File: src/rtl/pi_rx_stream_reader.sv
// Host-side reader for the Radioberry RX IQ nibble link.
// Generates rx_clk, shifts in six nibbles per 24-bit word (MSB first) and emits each word
// on an AXI-stream style master port. Checks rx_last framing against the expected word index.
module pi_rx_stream_reader #(
    parameter int unsigned HALF_DIV    = 4,
    parameter int unsigned BURST_WORDS = 256,
    parameter int unsigned GAP_CYCLES  = 16
) (
    input  logic        clk,
    input  logic        rst,
    input  logic        enable,
    input  logic        rx_samples,
    output logic        rx_clk,
    input  logic [3:0]  rx_data,
    input  logic        rx_last,
    output logic [23:0] m_tdata,
    output logic        m_tvalid,
    input  logic        m_tready,
    output logic        m_tlast,
    output logic        busy,
    output logic        frame_err,
    input  logic        clr_err,
    output logic [15:0] burst_count
);

    localparam int unsigned DivW = (HALF_DIV > 1) ? $clog2(HALF_DIV) : 1;
    localparam int unsigned IdxW = $clog2(BURST_WORDS + 1);
    localparam int unsigned GapW = (GAP_CYCLES > 1) ? $clog2(GAP_CYCLES) : 1;

    localparam logic [DivW-1:0] DivLast = DivW'(HALF_DIV - 1);
    localparam logic [IdxW-1:0] IdxLast = IdxW'(BURST_WORDS - 1);
    localparam logic [GapW-1:0] GapLast = GapW'(GAP_CYCLES - 1);

    typedef enum logic [1:0] {StIdle, StShift, StEmit, StGap} state_e;

    state_e          state_q, state_d;
    logic [1:0]      sync_q;
    logic            rx_clk_q, rx_clk_d;
    logic [DivW-1:0] div_q, div_d;
    logic [2:0]      nib_q, nib_d;
    // Only the first five nibbles are held; the sixth goes straight into the output word.
    logic [19:0]     shreg_q, shreg_d;
    logic [23:0]     tdata_q, tdata_d;
    logic [IdxW-1:0] word_idx_q, word_idx_d;
    logic [GapW-1:0] gap_q, gap_d;
    logic [15:0]     burst_count_q, burst_count_d;
    logic            frame_err_q, frame_err_d;

    // Next-state logic: link clocking, nibble assembly, handshake and framing check.
    always_comb begin
        state_d       = state_q;
        rx_clk_d      = rx_clk_q;
        div_d         = div_q;
        nib_d         = nib_q;
        shreg_d       = shreg_q;
        tdata_d       = tdata_q;
        word_idx_d    = word_idx_q;
        gap_d         = gap_q;
        burst_count_d = burst_count_q;
        frame_err_d   = frame_err_q & ~clr_err;

        unique case (state_q)
            StIdle: begin
                rx_clk_d   = 1'b0;
                word_idx_d = '0;
                nib_d      = '0;
                div_d      = '0;
                if (enable && sync_q[1]) begin
                    state_d  = StShift;
                    rx_clk_d = 1'b1;
                end
            end
            StShift: begin
                if (div_q == DivLast) begin
                    div_d    = '0;
                    shreg_d  = {shreg_q[15:0], rx_data};
                    rx_clk_d = ~rx_clk_q;
                    nib_d    = nib_q + 3'd1;
                    if (nib_q == 3'd5) begin
                        // Park rx_clk low so the link stalls while the word waits for accept.
                        rx_clk_d = 1'b0;
                        nib_d    = '0;
                        tdata_d  = {shreg_q, rx_data};
                        if (rx_last != (word_idx_q == IdxLast)) begin
                            frame_err_d = 1'b1;
                        end
                        state_d = StEmit;
                    end
                end else begin
                    div_d = div_q + 1'b1;
                end
            end
            StEmit: begin
                rx_clk_d = 1'b0;
                if (m_tready) begin
                    word_idx_d = word_idx_q + 1'b1;
                    if (word_idx_q < IdxLast) begin
                        state_d  = StShift;
                        rx_clk_d = 1'b1;
                    end else begin
                        burst_count_d = burst_count_q + 16'd1;
                        gap_d         = '0;
                        state_d       = StGap;
                    end
                end
            end
            StGap: begin
                // Give the gateware time to update its FIFO level and the flag to resync.
                if (gap_q == GapLast) begin
                    state_d = StIdle;
                end else begin
                    gap_d = gap_q + 1'b1;
                end
            end
            default: state_d = StIdle;
        endcase
    end

    // State registers with synchronous reset; rx_samples passes through a 2-FF synchroniser.
    always_ff @(posedge clk) begin
        if (rst) begin
            state_q       <= StIdle;
            sync_q        <= '0;
            rx_clk_q      <= 1'b0;
            div_q         <= '0;
            nib_q         <= '0;
            shreg_q       <= '0;
            tdata_q       <= '0;
            word_idx_q    <= '0;
            gap_q         <= '0;
            burst_count_q <= '0;
            frame_err_q   <= 1'b0;
        end else begin
            state_q       <= state_d;
            sync_q        <= {sync_q[0], rx_samples};
            rx_clk_q      <= rx_clk_d;
            div_q         <= div_d;
            nib_q         <= nib_d;
            shreg_q       <= shreg_d;
            tdata_q       <= tdata_d;
            word_idx_q    <= word_idx_d;
            gap_q         <= gap_d;
            burst_count_q <= burst_count_d;
            frame_err_q   <= frame_err_d;
        end
    end

    assign rx_clk      = rx_clk_q;
    assign m_tdata     = tdata_q;
    assign m_tvalid    = (state_q == StEmit);
    // Follows the word index, never the gateware's rx_last.
    assign m_tlast     = (state_q == StEmit) && (word_idx_q == IdxLast);
    assign busy        = (state_q != StIdle);
    assign frame_err   = frame_err_q;
    assign burst_count = burst_count_q;

endmodule

File: config.mk
export PLATFORM = sky130hd
export DESIGN_NAME = pi_rx_stream_reader
export DESIGN_NICKNAME = d
export VERILOG_FILES = /design/src/rtl/pi_rx_stream_reader.sv
export SDC_FILE = /design/constraint.sdc
export NUM_CORES = 1
export LEC_CHECK = 0
export BUFFER_PORTS_ARGS = -buffer_cell sky130_fd_sc_hd__buf_4
export CAP_MARGIN = 20
export CORE_MARGIN = 10
export CORE_UTILIZATION = 56
export DETAILED_ROUTE_END_ITERATION = 16
export PLACE_DENSITY = 0.91
export SLEW_MARGIN = 20
export SYNTH_ARGS = -nofsm -noshare
export SYNTH_HDL_FRONTEND = slang
export SYNTH_SLANG_ARGS = --single-unit
File: constraint.sdc
create_clock -name clk -period 2.3 [get_ports clk]
set_input_delay 0.23 -clock clk [delete_from_list [all_inputs] [get_ports clk]]
set_output_delay 0.23 -clock clk [all_outputs]
set_load 0.05 [all_outputs]
==> results.toml, run 1 <==
[timing]
timing.slew.headroom = 0.534
hold_viol = 0
fmax_mhz = 481
fin_tns_setup_ns = 0
post-route-min-period_ns = 2.08
setup_viol = 0
fin_crit_sh = 0.903
fin_skew_ns = 0.0108
drv_slew = 0
grt_setup_unrepaired = "false"
worst_pin_slew_ns = 0.691

[synth]
postSynthAreaPerCell_um2 = 8.27
synth_largest_area_cell = "dfxtp_1"
ys_types = 49
ys_seq_area_frac = 0.468
ys_ff_latch = 84
synth.top_cell.area_share = 0.468
synthArstFlopShare = 0
synth_edf_count = 0
synth_ff_type = "dfxtp_1"
synth_nets = 455
synth.area.top_cells = "dfxtp_1, nand2_1, a21oi_1"
yosys_warnings = 0
synthCells = 435
netlist_area_mm2 = 0.00360

[finish]
fin_util = 0.680
final_layout_size_suffix_gt1_frac = 0.193
syn2layout_area_growth_pct = 18.6
diodes = 0
final_net_count = 501
final_common_cell = "nand2_1"
layout_common_cells = "nand2_1, dfxtp_1, buf_4"

[detailed_routing]
wl_met1_um = 3530
wirelength_um = 8160
postRouteAntennaNets = 0
vias = 3257
drt-initial-drc-count = 279
avgViaCountPerCell = 5.79
dr_wl_met2_um = 4000
post_drt_wl_per_cell_um = 14.5
dr.pass1.iters = 5
dr_wl_met3_um = 444
top_layer_used = "met4"
route.detailed.drc = 0

[pwr]
irDropWorstVdd_uv = 511
p_comb_frac = 0.125
p_leak_nw = 1.58
p_clk_frac = 0.375
p_seq_frac = 0.499
p_int_w = 0.00220
power_w = 0.00299
swShare = 0.264
power_density_mw_per_mm2 = 700
p_sw_w = 0.000788

[placed_design]
gp_congestion = 0.887
dp_hpwl_um = 5770
port_buffers = 55

[clock_network]
numCtsBuffers = 9
cts-root-buf = "clkbuf_8"
postCtsHoldBufs = 0
clk_pin_slew_worst_paths_ns = 0.08
cts_buffer_depth = 2
h-tree-depth = 3
cts_resized = 0
clock-sinks = 84
cts_tree = "built"
postCtsSetupBuffers = 0
clk_latency_ns = 0.36

[setup_path]
worstPathRequired_ns = 2.07
end_kind = "primary output"
critPathLaunchType = "flip-flop"
cp.arrival_ns = 1.85
cp_max_fo = 5
crit_type = "flip-flop to primary output"

[floorplan]
start_util = 0.573
rows = 29
coreArea_mm2 = 0.00628
die_area_mm2 = 0.0100
die_x_um = 100
dieHeight_um = 100
io_pins = 56

[min_path]
holdCritPathClass = "input port to flip-flop"

[outcome]
status = "completed"

[grt]
grt_use_total = 0.160
grt_pass1_vias = 3012
antenna_found_initial = 0
overflow = 0
grt_first_pass_wirelength_um = 13600
grt_max_degree = 50

[flow_run]
drv_cap = 0
==> metal layers <==
layer	vias up	track usage
met3	16	0.0302
met5	-	0
met4	0	0.0750
li1	1611	-
met2	95	0.265
met1	1535	0.195
==> cells by family after synthesis <==
family / Yosys count / share of synthesized area
compound gates: 101 / 0.170
xor+xnor: 5 / 0.0122
fa+ha+maj: 9 / 0.0313
buf+inv: 35 / 0.0445
flops: 84 / 0.468
mux: 6 / 0.0181
simple gates: 195 / 0.256
==> power groups by stage <==
| stage | Sequential, W | Combinational, W | Clock [W] |
|---|---|---|---|
| 5_1_grt | 0.00149 | 0.000415 | 0.00118 |
| 4_1_cts | 0.00149 | 0.000376 | 0.00113 |
| 3_5_place_dp | 0.00153 | 0.000375 | 0 |
| 6_report | 0.00149 | 0.000374 | 0.00112 |
| 2_1_floorplan | 0.00155 | 0.000253 | 0 |
| 3_3_place_gp | 0.00152 | 0.000363 | 0 |
==> registers in the layout (all words and copies together), names as in the netlist <==
register / flops
frame_err: 1
gap_q: 4
sync_q: 2
rx_clk: 1
burst_count: 16
shreg_q: 20
nib_q: 3
word_idx_q: 9
div_q: 2
m_tdata: 24
state_q: 2
==> critical path: stages, from the launching register on <==
cell     delay, ns
dfxtp_1       0.40
and4_1        0.28
and4_1        0.22
ha_1          0.21
and2_1        0.18
buf_4         0.21
==> stage by stage <==
step / cell area (um2) / hold WS [ns] / std cells / worst slack [ns]
floorplan: 3600 / 0.358 / 435 / 0.142
global placement: 4050 / 0.420 / 547 / 0.446
detailed placement: 4050 / 0.428 / 547 / 0.352
CTS: 4270 / 0.114 / 563 / 0.224
global route: 4270 / 0.137 / 563 / 0.128
finish: 4270 / 0.125 / 563 / 0.222
==> cell usage after synthesis, drive strengths merged (3+ instances only) <==
library cell / instances
ha: 9
and2: 3
nor3: 4
nor2: 27
nand2: 103
o31ai: 8
mux2: 4
or4: 7
dfxtp: 84
inv: 7
nand4: 5
buf: 10
a21oi: 62
nand3: 12
o21ai: 6
o311ai: 3
xnor2: 4
or2: 4
o41ai: 3
or3: 5
nor2b: 10
clkbuf: 18
nor4: 3
a211oi: 3
and4: 6
==> path summary, 6_finish.rpt <==
kind / slack (ns) / startpoint / to / cells past startpoint
max: 0.22 / word_idx_q[3] / m_tlast / 5
min: 0.12 / rx_data[0] / m_tdata[0] / 3
max reg2reg: 0.35 / state_q[0] / burst_count[15] / 6
min reg2reg: 0.44 / sync_q[0] / sync_q[1] / 1
==> cell type report <==
type | instances | area [um2]
Tap cell | 77 | 96.3
Clock buffer | 12 | 165
Inverter | 7 | 26.3
Timing Repair Buffer | 63 | 485
Sequential cell | 84 | 1680
Clock inverter | 4 | 55.1
Multi-Input combinational cell | 316 | 1760
Fill cell | 495 | 2010
Note: power is estimated with default switching activity, not from simulation.
==> run 2, diff against run 1 <==
BUFFER_PORTS_ARGS = -buffer_cell sky130_fd_sc_hd__buf_2   (was -buffer_cell sky130_fd_sc_hd__buf_4)
==> run 2 against run 1 <==
Sequential cell count stayed put. Count of clock-buffer cells in the layout shrank 3. Worst hold slack worse by 0.027 ns. Critical path type unchanged. Clock skew down 0.0051 ns.
==> results.toml, run 2 (same netlist as run 1, synthesis figures left out) <==
[outcome]
status = "completed"

[finish]
final_common_cell = "nand2_1"
final_net_count = 501
layout_common_cells = "nand2_1, dfxtp_1, a21oi_1"
syn2layout_area_growth_pct = 13.5
n_fill_cell = 528
final_area_mm2 = 0.00408
diodes = 0
final_layout_size_suffix_gt1_frac = 0.192
largest_register_ffs = 24

[setup_path]
path_cells = "and4_1, and4_1, ha_1, and2_1, buf_2"
worstPathRequired_ns = 2.07
r2r_cells = 6
r2r_end = "state_q[1]"
crit_type = "flip-flop to primary output"
cp_max_fo = 5
crit_path_max_incr_delay_ns = 0.41
critPathLaunchType = "flip-flop"
end_kind = "primary output"
r2r_slack_ns = 0.29
cp.arrival_ns = 1.96
crit_slowest_cell = "dfxtp_1"
critPathMostFrequentCell = "and4_1"
rr_startpoint = "state_q[1]"

[detailed_routing]
vias = 3236
post_drt_wl_per_cell_um = 15.0
drt-initial-drc-count = 270
avgViaCountPerCell = 5.76
route.detailed.drc = 0
wirelength_um = 8430
postRouteAntennaNets = 0
dr.pass1.iters = 4

[clock_network]
h-tree-depth = 3
clock-sinks = 84
cts_tree = "built"
cts-root-buf = "clkbuf_8"
cts_buffer_depth = 2
cts_resized = 0
postCtsSetupBuffers = 0
postCtsHoldBufs = 0
clk_pin_slew_worst_paths_ns = 0.09
numCtsBuffers = 9
clk_latency_ns = 0.36

[timing]
post-route-min-period_ns = 2.19
grt_setup_unrepaired = "false"
whs_ns = 0.0980
fin_tns_setup_ns = 0
hold_viol = 0
drv_slew = 0
timing.slew.headroom = 0.540
setup_viol = 0
fin_skew_ns = 0.00566
worst_pin_slew_ns = 0.683
fmax_mhz = 456
setup_ws_ns = 0.108
fin_crit_sh = 0.953

[placed_design]
dpl_worst_slack_ns = 0.369
postPlaceCellArea_mm2 = 0.00391
port_buffers = 55
gp_congestion = 0.861
dp_hpwl_um = 5760

[pwr]
p_leak_nw = 1.54
irDropWorstVdd_uv = 380
power_w = 0.00283
power_density_mw_per_mm2 = 694

[floorplan]
start_util = 0.573
die_area_mm2 = 0.0100
rows = 29
die_x_um = 100
coreArea_mm2 = 0.00628
dieHeight_um = 100
io_pins = 56

[grt]
grt_pass1_vias = 3021
grt_max_degree = 41
overflow = 0
antenna_found_initial = 0
grt_first_pass_wirelength_um = 14100
grt_use_total = 0.167

[flow_run]
drv_cap = 0

[min_path]
min_from = "rx_samples"
holdCritPathClass = "input port to flip-flop"
hold_path_end = "sync_q[0]"
hold_depth = 2
run 2: layer usage:
metal | global-route usage | vias to the layer above | wire length [um]
met2 | 0.266 | 113 | 4040
met4 | 0.0859 | 0 | 200
met3 | 0.0350 | 18 | 578
li1 | - | 1605 | -
met1 | 0.208 | 1500 | 3610
met5 | 0 | - | 0
run 2: worst max path at each step:
stage,startpoint,end,slack (ns)
global placement,state_q[0],burst_count[15],0.45
finish,word_idx_q[4],m_tlast,0.11
detailed placement,state_q[0],burst_count[15],0.37
CTS,word_idx_q[4],m_tlast,0.13
floorplan,state_q[0],burst_count[15],0.14
global route,word_idx_q[4],m_tlast,0.03
run 2: where the power goes:
part,switching (W),leakage (nW),internal (W),total (W)
clock,0.000573,0.0759,0.000397,0.000969
combinational,0.000255,0.790,0.000116,0.000371
sequential,0.0000204,0.677,0.00147,0.00149
total,0.000848,1.54,0.00199,0.00283
run 2: layout make-up:
cell class                      instances  area [um2]  area share
Tap cell                               77        96.3      0.0236
Clock buffer                            9         124      0.0303
Timing Repair Buffer                   63         348      0.0852
Multi-Input combinational cell        316        1760       0.430
Inverter                                7        26.3     0.00644
Clock inverter                          6        50.0      0.0123
Sequential cell                        84        1680       0.412
run 2: stage by stage:
step | std cells | utilization
global route | 562 | 0.650
finish | 562 | 0.650
global placement | 547 | 0.623
floorplan | 435 | -
detailed placement | 547 | 0.623
CTS | 562 | 0.650
run 2: worst max-delay path, delay by kind of cell, from the launching register on:
kind,cells,cell delay [ns]
adders and majority gates,1,0.21
and+or+nand+nor,3,0.70
DFF,1,0.41
buffers and inverters,1,0.27
==> run 3, diff against run 2 <==
CORE_ASPECT_RATIO = 1.1   (was default)
==> run 3 against run 2 <==
Register-to-register slack about the same. Sequential share of layout area decreased by 0.23 points. Critical endpoint unchanged. Final cell count increased by 0.71%. Critical path depth unchanged. Non-clock buffer count unchanged. Count of clock-buffer cells in the layout unchanged. Sequential cell count unchanged. Worst setup slack improved by 0.094 ns. Clock skew increased by 0.0056 ns. Clock power increased by 14%. Via count increased by 0.25%. Fmax increased by 4.5%.
==> results.toml, run 3 (same netlist as run 1, synthesis figures left out) <==
[grt]
grt_use_total = 0.163
grt_pass1_vias = 3058
overflow = 0
antenna_found_initial = 0
grt_max_degree = 51
grt_first_pass_wirelength_um = 13600

[detailed_routing]
dr.pass1.iters = 5
top_layer_used = "met4"
drt-initial-drc-count = 212
dr_wl_met2_um = 4130
vias = 3244
wl_met1_um = 3390
route.detailed.drc = 0
dr_wl_met3_um = 526
postRouteAntennaNets = 0
avgViaCountPerCell = 5.73
wirelength_um = 8250
post_drt_wl_per_cell_um = 14.6

[setup_path]
r2r_end = "burst_count[15]"
worstPathBufferInverterCount = 1
critPathLaunchType = "flip-flop"
path_cells = "and4_1, and4_1, ha_1, and2_1, buf_2"
end_kind = "primary output"
crit_family = "simple AND/OR/NAND/NOR gates"
cp.arrival_ns = 1.87
crit_path_max_incr_delay_ns = 0.38
r2r_slack_ns = 0.30
rr_startpoint = "state_q[0]"
r2r_cells = 6
crit_type = "flip-flop to primary output"
cp_max_fo = 4
worstPathRequired_ns = 2.07
crit_slowest_cell = "dfxtp_1"
critPathMostFrequentCell = "and4_1"

[timing]
worst_pin_slew_ns = 0.636
drv_slew = 0
hold_viol = 0
setup_viol = 0
fin_crit_sh = 0.912
fmax_mhz = 477
timing.slew.headroom = 0.571
grt_setup_unrepaired = "false"
fin_tns_setup_ns = 0
post-route-min-period_ns = 2.10
whs_ns = 0.0784
setup_ws_ns = 0.202
fin_skew_ns = 0.0113

[placed_design]
dpl_worst_slack_ns = 0.351
dp_hpwl_um = 5670
port_buffers = 55
gp_congestion = 0.797
postPlaceCellArea_mm2 = 0.00390

[floorplan]
rows = 30
die_area_mm2 = 0.0100
start_util = 0.581
io_pins = 56
die_x_um = 96.4
coreArea_mm2 = 0.00619
dieHeight_um = 104

[finish]
final_layout_size_suffix_gt1_frac = 0.193
largest_register_ffs = 24
n_fill_cell = 501
fin_util = 0.663
diodes = 0
final_net_count = 501
final_common_cell = "nand2_1"
layout_common_cells = "nand2_1, dfxtp_1, a21oi_1"
final_area_mm2 = 0.00411
syn2layout_area_growth_pct = 14.2

[outcome]
status = "completed"

[pwr]
power_density_mw_per_mm2 = 719
irDropWorstVdd_uv = 484
p_leak_nw = 1.57

[min_path]
holdCritPathClass = "input port to flip-flop"
hold_path_end = "sync_q[0]"
hold_depth = 2
min_from = "rx_samples"

[clock_network]
cts_tree = "built"
cts_buffer_depth = 2
clk_latency_ns = 0.37
clk_pin_slew_worst_paths_ns = 0.08
h-tree-depth = 3
cts-root-buf = "clkbuf_8"
numCtsBuffers = 9
postCtsSetupBuffers = 0
clock-sinks = 84
postCtsHoldBufs = 0
cts_resized = 0

[flow_run]
drv_cap = 0
run 3: cell types whose count changed in the layout (fill, tap and decap cells not counted), sizes merged:
cell      previous run  this run
inv                  9        12
clkinvlp             4         0
clkinv               0         1
bufinv               0         1
run 3: per-stage QoR:
stage | instances | total power [W]
global route | 566 | 0.00307
CTS | 566 | 0.00296
finish | 566 | 0.00295
global placement | 550 | 0.00187
detailed placement | 550 | 0.00188
floorplan | 435 | 0.00180
run 3: power breakdown:
| part | internal [W] | switching [W] | leakage, nW |
|---|---|---|---|
| logic | 0.000115 | 0.000247 | 0.783 |
| registers | 0.00147 | 0.0000176 | 0.677 |
| clock network | 0.000523 | 0.000576 | 0.107 |
| total | 0.00211 | 0.000841 | 1.57 |
run 3: metal layers:
metal	global-route usage	vias up
li1	-	1609
met1	0.190	1513
met2	0.265	100
met3	0.0527	22
met4	0.0686	0
met5	0	-
run 3: final cells by class:
type                            count  area, um2  share of cell area
Multi-Input combinational cell    316       1760               0.428
Sequential cell                    84       1680               0.410
Timing Repair Buffer               63        335              0.0817
Clock buffer                        9        124              0.0302
Tap cell                           80        100              0.0244
Clock inverter                      7       81.3              0.0198
Inverter                            7       26.3             0.00640
run 3: how the worst max path moves through the flow:
stage,from,end,cells past startpoint
after global routing,word_idx_q[5],m_tlast,5
after CTS,word_idx_q[5],m_tlast,5
after floorplan,state_q[0],burst_count[15],8
final,word_idx_q[6],m_tlast,5
after global placement,state_q[0],burst_count[15],6
after detailed placement,state_q[0],burst_count[15],6
